<file path="src/rtl/hmm_pkg.sv">
// Shared HMM scoring constants and the Q5.6 score type used by the
// likelihood stage and the Viterbi decoder.
package hmm_pkg;
  localparam int IBIT      = 11;
  localparam int OBIT      = 12;
  localparam int LFBIT     = 6;
  localparam int IDIM      = 42;
  localparam int IDXW      = 6;
  localparam int LOG_FLOOR = -1024;

  typedef logic signed [OBIT-1:0] score_t;
  typedef logic [IDXW-1:0]        idx_t;

  // round(64 * log2(1 + k/32)), k = 0..31
  localparam int LOG2_LUT [32] = '{
     0,  3,  6,  8, 11, 13, 16, 18, 21, 23, 25, 27, 29, 31, 34, 35,
    37, 39, 41, 43, 45, 47, 48, 50, 52, 53, 55, 56, 58, 60, 61, 63
  };

  function automatic score_t sat_score(input logic signed [OBIT:0] v);
    if (v[OBIT] != v[OBIT-1])
      return v[OBIT] ? {1'b1, {(OBIT-1){1'b0}}} : {1'b0, {(OBIT-1){1'b1}}};
    return v[OBIT-1:0];
  endfunction
endpackage

</file>
<file path="src/rtl/softmax_loglik_if.sv">
// Posterior-in / score-out bundle between the softmax stage, this block and
// the Viterbi decoder, plus the prior-table write port.
interface softmax_loglik_if;
  import hmm_pkg::*;

  logic            dv_in;
  logic [IBIT-1:0] sofin;
  logic            prior_we;
  logic [6:0]      prior_addr;
  score_t          prior_data;
  logic            dv_out;
  score_t          llout;
  logic            frame_done;
  logic [6:0]      max_idx;
  logic            frame_err;

  modport master (
    output dv_in, sofin, prior_we, prior_addr, prior_data,
    input  dv_out, llout, frame_done, max_idx, frame_err
  );

  modport slave (
    input  dv_in, sofin, prior_we, prior_addr, prior_data,
    output dv_out, llout, frame_done, max_idx, frame_err
  );
endinterface

</file>
<file path="src/rtl/log2_q6.sv">
// Two-stage fixed-point log2 of an unsigned Q1.10 value, result in Q5.6:
// stage 1 priority-encodes the exponent, stage 2 looks up the mantissa.
module log2_q6
  import hmm_pkg::*;
(
  input  logic            clk,
  input  logic            rst,
  input  logic [IBIT-1:0] x_i,
  output score_t          l_o
);
  logic       z_q, z_d;
  logic [3:0] m_q, m_d;
  logic [4:0] f_q, f_d;
  score_t     l_q, l_d;

  always_comb begin
    z_d = (x_i == '0);
    m_d = 4'd0;
    for (int i = 0; i < IBIT - 1; i++)
      if (x_i[i]) m_d = 4'(i);
    // Values above 1.0 pin the exponent at 0 and take the mantissa from bits 9:5.
    if (x_i[IBIT-1]) m_d = 4'd10;
    f_d = 5'((x_i << (4'd10 - m_d)) >> 5);
  end

  always_comb begin
    l_d = score_t'(LOG_FLOOR);
    if (!z_q) l_d = score_t'(((int'(m_q) - 10) <<< LFBIT) + LOG2_LUT[f_q]);
  end

  always_ff @(posedge clk) begin
    if (rst) begin
      z_q <= 1'b0;
      m_q <= '0;
      f_q <= '0;
      l_q <= '0;
    end else begin
      z_q <= z_d;
      m_q <= m_d;
      f_q <= f_d;
      l_q <= l_d;
    end
  end

  assign l_o = l_q;
endmodule

</file>
<file path="src/rtl/softmax_loglik.sv">
// Posterior-to-log-likelihood converter: 3-cycle score pipeline plus per-frame argmax.
// Build option: define PRIOR_SUB_EN to enable the per-state log2 prior table.
module softmax_loglik
  import hmm_pkg::*;
(
  input logic             clk,
  input logic             rst,
  softmax_loglik_if.slave bus
);
  localparam idx_t IDX_LAST = idx_t'(IDIM - 1);

  idx_t   idx_q, idx_d, idx1_q, idx2_q, idx3_q;
  logic   v1_q, v2_q, dv_out_q;
  logic   frame_err_q, frame_err_d;
  logic   frame_done_q, last_out;
  score_t l2, s_d, llout_q, run_max_q;
  idx_t   run_idx_q, max_idx_q;

  log2_q6 u_log2 (
    .clk (clk),
    .rst (rst),
    .x_i (bus.sofin),
    .l_o (l2)
  );

  always_comb begin
    idx_d       = idx_q;
    frame_err_d = 1'b0;
    if (bus.dv_in) begin
      idx_d = (idx_q == IDX_LAST) ? '0 : idx_q + idx_t'(1);
    end else if (idx_q != '0) begin
      idx_d       = '0;
      frame_err_d = 1'b1;
    end
  end

`ifdef PRIOR_SUB_EN
  score_t prior_q [IDIM];

  // Read is combinational off the registered table, so a same-cycle write is not seen.
  always_ff @(posedge clk) begin
    if (rst) begin
      for (int i = 0; i < IDIM; i++) prior_q[i] <= '0;
    end else if (bus.prior_we && (bus.prior_addr < 7'(IDIM))) begin
      prior_q[bus.prior_addr[IDXW-1:0]] <= bus.prior_data;
    end
  end

  assign s_d = sat_score({l2[OBIT-1], l2} - {prior_q[idx2_q][OBIT-1], prior_q[idx2_q]});
`else
  logic unused_prior;
  assign unused_prior = ^{bus.prior_we, bus.prior_addr, bus.prior_data};
  assign s_d          = l2;
`endif

  assign last_out = dv_out_q && (idx3_q == IDX_LAST);

  always_ff @(posedge clk) begin
    if (rst) begin
      idx_q        <= '0;
      idx1_q       <= '0;
      idx2_q       <= '0;
      idx3_q       <= '0;
      v1_q         <= 1'b0;
      v2_q         <= 1'b0;
      dv_out_q     <= 1'b0;
      llout_q      <= '0;
      run_max_q    <= '0;
      run_idx_q    <= '0;
      frame_done_q <= 1'b0;
      max_idx_q    <= '0;
      frame_err_q  <= 1'b0;
    end else begin
      idx_q       <= idx_d;
      frame_err_q <= frame_err_d;
      v1_q        <= bus.dv_in;
      idx1_q      <= idx_q;
      v2_q        <= v1_q;
      idx2_q      <= idx1_q;
      dv_out_q    <= v2_q;
      idx3_q      <= idx2_q;
      llout_q     <= v2_q ? s_d : '0;
      // Strict compare keeps the lowest index on ties.
      if (v2_q && ((idx2_q == '0) || (s_d > run_max_q))) begin
        run_max_q <= s_d;
        run_idx_q <= idx2_q;
      end
      frame_done_q <= last_out;
      if (last_out) max_idx_q <= run_idx_q;
    end
  end

  assign bus.dv_out     = dv_out_q;
  assign bus.llout      = llout_q;
  assign bus.frame_done = frame_done_q;
  assign bus.max_idx    = {1'b0, max_idx_q};
  assign bus.frame_err  = frame_err_q;
endmodule

</file>
<file path="src/flat_wrapper.sv">
// flat-port wrapper written by rule: the top's interface ports become plain ports
module softmax_loglik_flat import hmm_pkg::*;
  (clk, rst, bus_dv_in, bus_sofin, bus_prior_we, bus_prior_addr, bus_prior_data, bus_dv_out, bus_llout, bus_frame_done, bus_max_idx, bus_frame_err);
  softmax_loglik_if bus_i ();
  input logic clk;
  input logic rst;
  input wire logic [$bits(bus_i.dv_in)-1:0] bus_dv_in;
  input wire logic [$bits(bus_i.sofin)-1:0] bus_sofin;
  input wire logic [$bits(bus_i.prior_we)-1:0] bus_prior_we;
  input wire logic [$bits(bus_i.prior_addr)-1:0] bus_prior_addr;
  input wire logic [$bits(bus_i.prior_data)-1:0] bus_prior_data;
  output wire logic [$bits(bus_i.dv_out)-1:0] bus_dv_out;
  output wire logic [$bits(bus_i.llout)-1:0] bus_llout;
  output wire logic [$bits(bus_i.frame_done)-1:0] bus_frame_done;
  output wire logic [$bits(bus_i.max_idx)-1:0] bus_max_idx;
  output wire logic [$bits(bus_i.frame_err)-1:0] bus_frame_err;
  assign bus_i.dv_in = bus_dv_in;
  assign bus_i.sofin = bus_sofin;
  assign bus_i.prior_we = bus_prior_we;
  assign bus_i.prior_addr = bus_prior_addr;
  assign bus_i.prior_data = bus_prior_data;
  assign bus_dv_out = bus_i.dv_out;
  assign bus_llout = bus_i.llout;
  assign bus_frame_done = bus_i.frame_done;
  assign bus_max_idx = bus_i.max_idx;
  assign bus_frame_err = bus_i.frame_err;
  softmax_loglik u_core (.clk(clk), .rst(rst), .bus(bus_i));
endmodule
</file>
<file path="config.mk">
export PLATFORM = sky130hd
export DESIGN_NAME = softmax_loglik_flat
export DESIGN_NICKNAME = d
export VERILOG_FILES = /design/src/rtl/hmm_pkg.sv /design/src/rtl/softmax_loglik_if.sv /design/src/rtl/log2_q6.sv /design/src/rtl/softmax_loglik.sv /design/src/flat_wrapper.sv
export SDC_FILE = /design/constraint.sdc
export NUM_CORES = 1
export LEC_CHECK = 0
export CAP_MARGIN = 20
export CORE_ASPECT_RATIO = 0.75
export CORE_MARGIN = 3
export CORE_UTILIZATION = 50
export DETAILED_ROUTE_END_ITERATION = 12
export PLACE_DENSITY = 0.8
export SLEW_MARGIN = 20
export SYNTH_ARGS = -nofsm -noshare
export SYNTH_HDL_FRONTEND = slang
export SYNTH_SLANG_ARGS = --single-unit
</file>
<file path="constraint.sdc">
create_clock -name clk -period 3.6 [get_ports clk]
set_input_delay 0.9 -clock clk [delete_from_list [all_inputs] [get_ports clk]]
set_output_delay 0.9 -clock clk [all_outputs]
set_load 0.05 [all_outputs]
</file>
==> reports/qor.yml, run 1 <==
status:
  run_status: "complete, no violations"
global_routing:
  antenna_found_initial: 0
  grt_pass1_wl_um: 12010
  grt_max_degree: 34
  grt_pass1_vias: 2729
  grtUsageTotal_pct: 16.90
  grt_overflow: 0
sta:
  holdWs_ns: 0.4117
  tightest_slew_ns: 0.9869
  finalSetupViolations: 0
  slew_viol_final: 0
  final-hold-violation-count: 0
  worst_slack_ns: 0.3908
  fmax_mhz: 311.6
  fin_crit_sh_pct: 89.15
  setup_tns_ns: 0
  rsz0062_at_grt: "false"
  period_needed_ns: 3.209
  max_slew_margin_pct: 34.04
  fin_skew_ns: 0.006807
cells_and_area:
  seq_area_um2: 1682
  multi_input_area_um2: 1947
  synthToLayoutAreaGrowth_pct: 14.34
  final_cells: 564
  layout-drive-gt1-share_pct: 9.935
  nets: 516
  antennaDiodeCount: 0
  n_fill_cell: 636
pwr:
  p_leak_nw: 1.793
  vdd.ir_drop.worst_v: 0.0001959
  total_power_mw: 1.914
  power_density_nw_per_um2: 427.5
synthesis:
  yosys.area.top_type_share_pct: 42.94
  synth-main-ff-cell: "dfxtp_1"
  netlist_instances: 429
  synth_area_leaders: "dfxtp_1 43%, ha_1 7.7%, o32ai_2 4.2%"
  synth-seq-cells: 84
  async_flop_share_pct: 0
  yosysTopAreaCell: "dfxtp_1"
  synth_cell_types: 60
  synthesis.nets: 487
  synth-edff-count: 0
  mappedNetlistArea_um2: 3916
  ys_seq_area_share_pct: 42.94
  syn_area_per_cell_um2: 9.129
  synth_warnings: 0
floorplanning:
  die_y_um: 82.65
  start_util_pct: 52.46
  io-pin-count: 56
  die-area_um2: 8941
  rows: 27
  fp.coreArea_um2: 7466
  die_w_um: 108.2
placed_design:
  post-place-ws_ns: 0.1766
  dp_cells: 548
  place.gp.congestion: 0.8673
  portBuffers: 34
  dp_hpwl_um: 5323
clock_network:
  cts_htree_levels: 3
  cts_tree: "built"
  cts_root_buf: "clkbuf_8"
  cts.sinks: 84
  clk_pin_slew_ns: 0.08
  clock_latency_ns: 0.35
  cts_resized: 0
  cts_buffers: 9
  postCtsHoldBufs: 0
  clockBufferDepth: 2
  post-cts-setup-buffers: 0
worst_setup_path:
  critPathKind: "in2reg"
  cp_top_family: "compound AO/OA/AOI/OAI gates"
  startpoint: "bus_sofin[3]"
  rr_startpoint: "u_core.run_max_q[4]"
  crit_chain: "clkdlybuf4s50_1 -> nor2_1 -> o31ai_1 -> nand2_1 -> nand2_1 -> ha_1 -> xor2_1 -> o21ai_0 -> a311oi_1"
  cp-end-kind: "flop"
  crit_top_cell: "nand2_1"
  crit_path_start_kind: "input pin"
  crit_buf_inv: 1
  crit_path_max_fanout: 7
  critical-path-max-stage-delay_ns: 0.57
  critPathRequiredTime_ns: 3.85
  critPathArrivalTime_ns: 3.46
  cpMaxStageDelayCell: "clkdlybuf4s50_1"
hold_path:
  holdCritStartpoint: "u_core.u_log2.m_q[1]"
  hold_path_class: "reg2reg"
drt:
  dr.pass1.iters: 4
  vias: 3049
  ant_nets: 0
  totalWireLength_um: 7250
  dr.first_iter.drc_count: 174
  avgViaCountPerCell: 5.406
  post-route-drc-count: 0
  wl_per_cell_um: 12.85
job:
  drv_cap: 0
-- layout make-up --
type                       instances  share of cell area (%)
tap                              101                   2.822
sequential                        84                   37.55
clock buffer                      10                   2.850
inverter                          43                   3.604
multi-input combinational        278                   43.48
timing repair buffer              42                   8.829
clock inverter                     6                  0.8662
-- cells in the mapped netlist (all sizes together) (2+ instances only) --
master   count
nor4         5
o21ai       17
o2111ai      6
a31oi        8
nor4b        2
xor2         4
nor3b        4
o311ai       2
a32o         2
or2          3
nand4        2
buf         10
xnor2        5
a211oi       6
a41o         2
nand2b       5
a21oi       14
nor2b       23
nor3         8
o32ai       11
mux2i        8
a311oi       2
nand3       11
dfxtp       84
ha          24
nand2       34
clkbuf      14
and3         2
inv         43
o22ai        5
o211a        2
a21o         4
nor2        41
-- registers in the layout (all words and copies together), names as in the netlist, 4 cells and up --
register / flops
u_core.u_log2.f_q: 5
u_core.run_max_q: 11
u_core.u_log2.m_q: 4
u_core.idx_q: 6
u_core.idx1_q: 6
u_core.idx2_q: 6
u_core.idx3_q: 6
u_core.max_idx_q: 6
u_core.bus.llout: 11
u_core.run_idx_q: 6
u_core.u_log2.l_o: 11
-- layout by cell type, fill, tap and decap left out, types with 6 or more instances in the layout --
master,Yosys,final
clkbuf_8,0,9
buf_4,2,8
dfxtp_1,84,84
ha_1,24,24
nand2_1,34,34
o21ai_0,16,16
mux2i_1,8,8
inv_1,43,43
clkdlybuf4s50_1,0,33
a31oi_1,8,8
o32ai_2,10,10
a21oi_1,13,13
nand3_1,11,11
nor2b_1,23,23
nor3_1,8,8
o2111ai_1,6,6
nor2_1,41,41
-- where the power goes --
group	switching [mW]	total, mW	internal, mW
sequential	0.0401	1.01	0.966
combinational	0.194	0.340	0.146
clock	0.319	0.568	0.249
total	0.553	1.91	1.36
-- cells by family after synthesis --
logic type / synth area share (%)
AO/OA/AOI/OAI: 18.60
XOR/XNOR: 2.013
adder cells (fa/ha/maj): 7.668
buffers and inverters: 7.348
flip-flops: 42.94
multiplexers: 2.907
other: 0.09575
AND/OR/NAND/NOR: 18.43
-- stage by stage --
step	area (um^2)	util, %
final	4478	59.98
after global routing	4478	59.98
after CTS	4478	59.98
after detailed placement	4312	57.75
after floorplan	3916	-
after global placement	4312	57.75
-- path summary, 6_finish.rpt --
| kind | depth (start not counted) | endpoint | slack, ns |
|---|---|---|---|
| setup / recovery | 9 | u_core.u_log2.f_q[3] | 0.39 |
| setup reg to reg | 8 | u_core.run_max_q[0] | 0.77 |
| hold reg to reg | 1 | u_core.u_log2.l_o[7] | 0.41 |
| hold / removal | 1 | u_core.u_log2.l_o[7] | 0.41 |
-- metal layers --
| metal | global-route usage (%) | share of wire [%] | up-vias |
|---|---|---|---|
| li1 | - | - | 1540 |
| met1 | 21.70 | 47 | 1404 |
| met2 | 26.92 | 45 | 98 |
| met3 | 4.895 | 6.6 | 7 |
| met4 | 6.936 | 1.2 | 0 |
| met5 | 0 | 0 | - |
Note: power is estimated with default switching activity, not from simulation.
==> run 2, diff against run 1 <==
--- a/config.mk
+++ b/config.mk
@@ -14,4 +14,5 @@
 export SLEW_MARGIN = 20
 export SYNTH_ARGS = -nofsm -noshare
 export SYNTH_HDL_FRONTEND = slang
+export SYNTH_HIERARCHICAL = 1
 export SYNTH_SLANG_ARGS = --single-unit
==> run 2 against run 1 <==
Net effect: final area rose by 5.2%; largest cell class unchanged; routed wire length fell by 1.2%; first-iteration DRC count rose by 0.57%; final cell count rose by 0.53%; total power rose by 4.3%; fmax rose by 7.4%; area after synthesis rose by 5.5%; via count fell by 4.3%; largest power group unchanged; core utilization fell by 0.74 points; critical path depth rose by 1.
==> reports/qor.yml, run 2 <==
status:
  run_status: "complete, no violations"
pwr:
  power_density_nw_per_um2: 423.9
  p_leak_nw: 1.811
  vdd.ir_drop.worst_v: 0.0002219
clock_network:
  clockBufferDepth: 2
  cts_tree: "built"
  cts_buffers: 9
  postCtsHoldBufs: 0
  clock_latency_ns: 0.34
  cts_htree_levels: 3
  cts_resized: 0
  post-cts-setup-buffers: 0
  cts.sinks: 86
  cts_root_buf: "clkbuf_8"
  clk_pin_slew_ns: 0.08
synthesis:
  yosys.area.top_type_share_pct: 41.66
  synth_warnings: 6
  synth-seq-cells: 86
  yosysTopAreaCell: "dfxtp_1"
  synthesis.nets: 486
  syn_area_per_cell_um2: 9.678
  netlist_instances: 427
  synth_area_leaders: "dfxtp_1 42%, ha_1 7.6%, mux2i_1 6.1%"
  synth-edff-count: 0
  synth_cell_types: 68
  synth_common_cells: "86 x dfxtp_1, 38 x nor2_1, 33 x nor2b_1"
  mappedNetlistArea_um2: 4133
  synth-main-ff-cell: "dfxtp_1"
  yosysMostFrequentCell: "dfxtp_1"
  ys_seq_area_share_pct: 41.66
  async_flop_share_pct: 0
sta:
  tightest_slew_ns: 0.9751
  finalSetupViolations: 0
  fin_crit_sh_pct: 82.98
  fmax_mhz: 334.8
  final-hold-violation-count: 0
  slew_viol_final: 0
  fin_skew_ns: 0.01186
  setup_tns_ns: 0
  rsz0062_at_grt: "false"
  max_slew_margin_pct: 34.83
  worst_slack_ns: 0.6127
  period_needed_ns: 2.987
drt:
  wl_per_cell_um: 12.63
  post-route-drc-count: 0
  avgViaCountPerCell: 5.148
  totalWireLength_um: 7163
  dr.pass1.iters: 6
  dr.first_iter.drc_count: 175
  ant_nets: 0
  vias: 2919
worst_setup_path:
  critPathRequiredTime_ns: 3.87
  cp_top_family: "compound AO/OA/AOI/OAI gates"
  critical-path-max-stage-delay_ns: 0.50
  cpMaxStageDelayCell: "clkdlybuf4s50_1"
  cp-end-kind: "flop"
  critPathKind: "in2reg"
  crit_chain: "clkdlybuf4s50_1 -> nor2_1 -> o21ai_2 -> o2bb2ai_4 -> ha_1 -> or2b_1 -> o21ai_0 -> o211ai_1 -> o311a_1 -> a211oi_2"
  startpoint: "bus_sofin[7]"
  critPathArrivalTime_ns: 3.25
  crit_path_start_kind: "input pin"
  crit_buf_inv: 1
  crit_path_max_fanout: 6
  rr_startpoint: "u_core/u_log2/l_o[10]"
global_routing:
  grt_overflow: 0
  grt_pass1_wl_um: 12320
  grt_pass1_vias: 2827
  antenna_found_initial: 0
  grtUsageTotal_pct: 15.60
  grt_max_degree: 37
cells_and_area:
  antennaDiodeCount: 0
  synthToLayoutAreaGrowth_pct: 13.99
  multi_input_area_um2: 2192
  n_fill_cell: 657
  mostFrequentLayoutCells: "86 x dfxtp_1, 38 x nor2_1, 33 x clkdlybuf4s50_1, 33 x nor2b_1, 29 x nand2b_1"
  layout_commonest_cell: "dfxtp_1"
  layout-drive-gt1-share_pct: 11.47
  nets: 516
  seq_area_um2: 1722
  postLayoutCellArea_um2: 4711
floorplanning:
  die_w_um: 111.0
  die_y_um: 84.74
  io-pin-count: 56
  fp.coreArea_um2: 7953
  start_util_pct: 51.97
  die-area_um2: 9404
  rows: 28
placed_design:
  dp_hpwl_um: 5174
  portBuffers: 34
  place.gp.congestion: 0.8631
  dpl_cell_area_um2: 4527
  post-place-ws_ns: 0.2943
hold_path:
  hold_path_class: "reg2reg"
  holdCritStartpoint: "u_core/u_log2/m_q[0]"
job:
  drv_cap: 0
## run 2: cell families after synthesis
group,count (synthesis),share of synthesized area (%)
and+or+nand+nor,165,22.56
DFF,86,41.66
AOI/OAI and AO/OA,58,10.87
buffers and inverters,48,5.298
muxes,35,9.597
adders and majority gates,25,7.569
xor gates and xnor gates,9,2.362
other,1,0.09074
## run 2: layer usage
layer  wire, um  track usage [%]  vias up
li1           -                -     1500
met1       3527            20.57     1350
met2       3240            25.17       63
met3        317            3.963        6
met4         77            5.145        0
met5          0                0        -
## run 2: worst reg2reg max path, delay by kind of cell (launching register included)
kind | cells | cell delay (ns)
compound gates | 3 | 1.05
fa+ha+maj | 1 | 0.37
flops | 1 | 0.39
mux | 1 | 0.28
simple gates | 2 | 0.31
## run 2: layout make-up
| type | instances | share of cell area (%) |
|---|---|---|
| clock buffer | 10 | 2.922 |
| tap | 105 | 2.789 |
| sequential | 86 | 36.55 |
| multi-input combinational | 293 | 46.53 |
| clock inverter | 6 | 0.9827 |
| timing repair buffer | 40 | 8.074 |
| inverter | 27 | 2.151 |
## run 2: report_power, final
group	switching, mW	internal (mW)	leakage (nW)
combinational	0.193	0.165	1.02
clock	0.327	0.273	0.0889
sequential	0.0477	0.991	0.700
total	0.568	1.43	1.81
## run 2: final timing paths
| path | cells past startpoint | to | slack [ns] |
|---|---|---|---|
| max reg2reg | 7 | u_core/run_max_q[7] | 1.13 |
| max | 10 | u_core/u_log2/f_q[4] | 0.61 |
| min | 2 | u_core/u_log2/l_o[6] | 0.41 |
| min reg2reg | 2 | u_core/u_log2/l_o[6] | 0.41 |
## run 2: through the flow
stage	hold WS [ns]	util (%)	total power, mW	instances
after floorplan	0.3925	-	1.330	427
after global placement	0.3998	56.92	1.400	551
after detailed placement	0.4011	56.92	1.413	551
after CTS	0.4146	59.24	2.012	567
after global routing	0.4197	59.24	2.095	567
final	0.4132	59.24	1.997	567
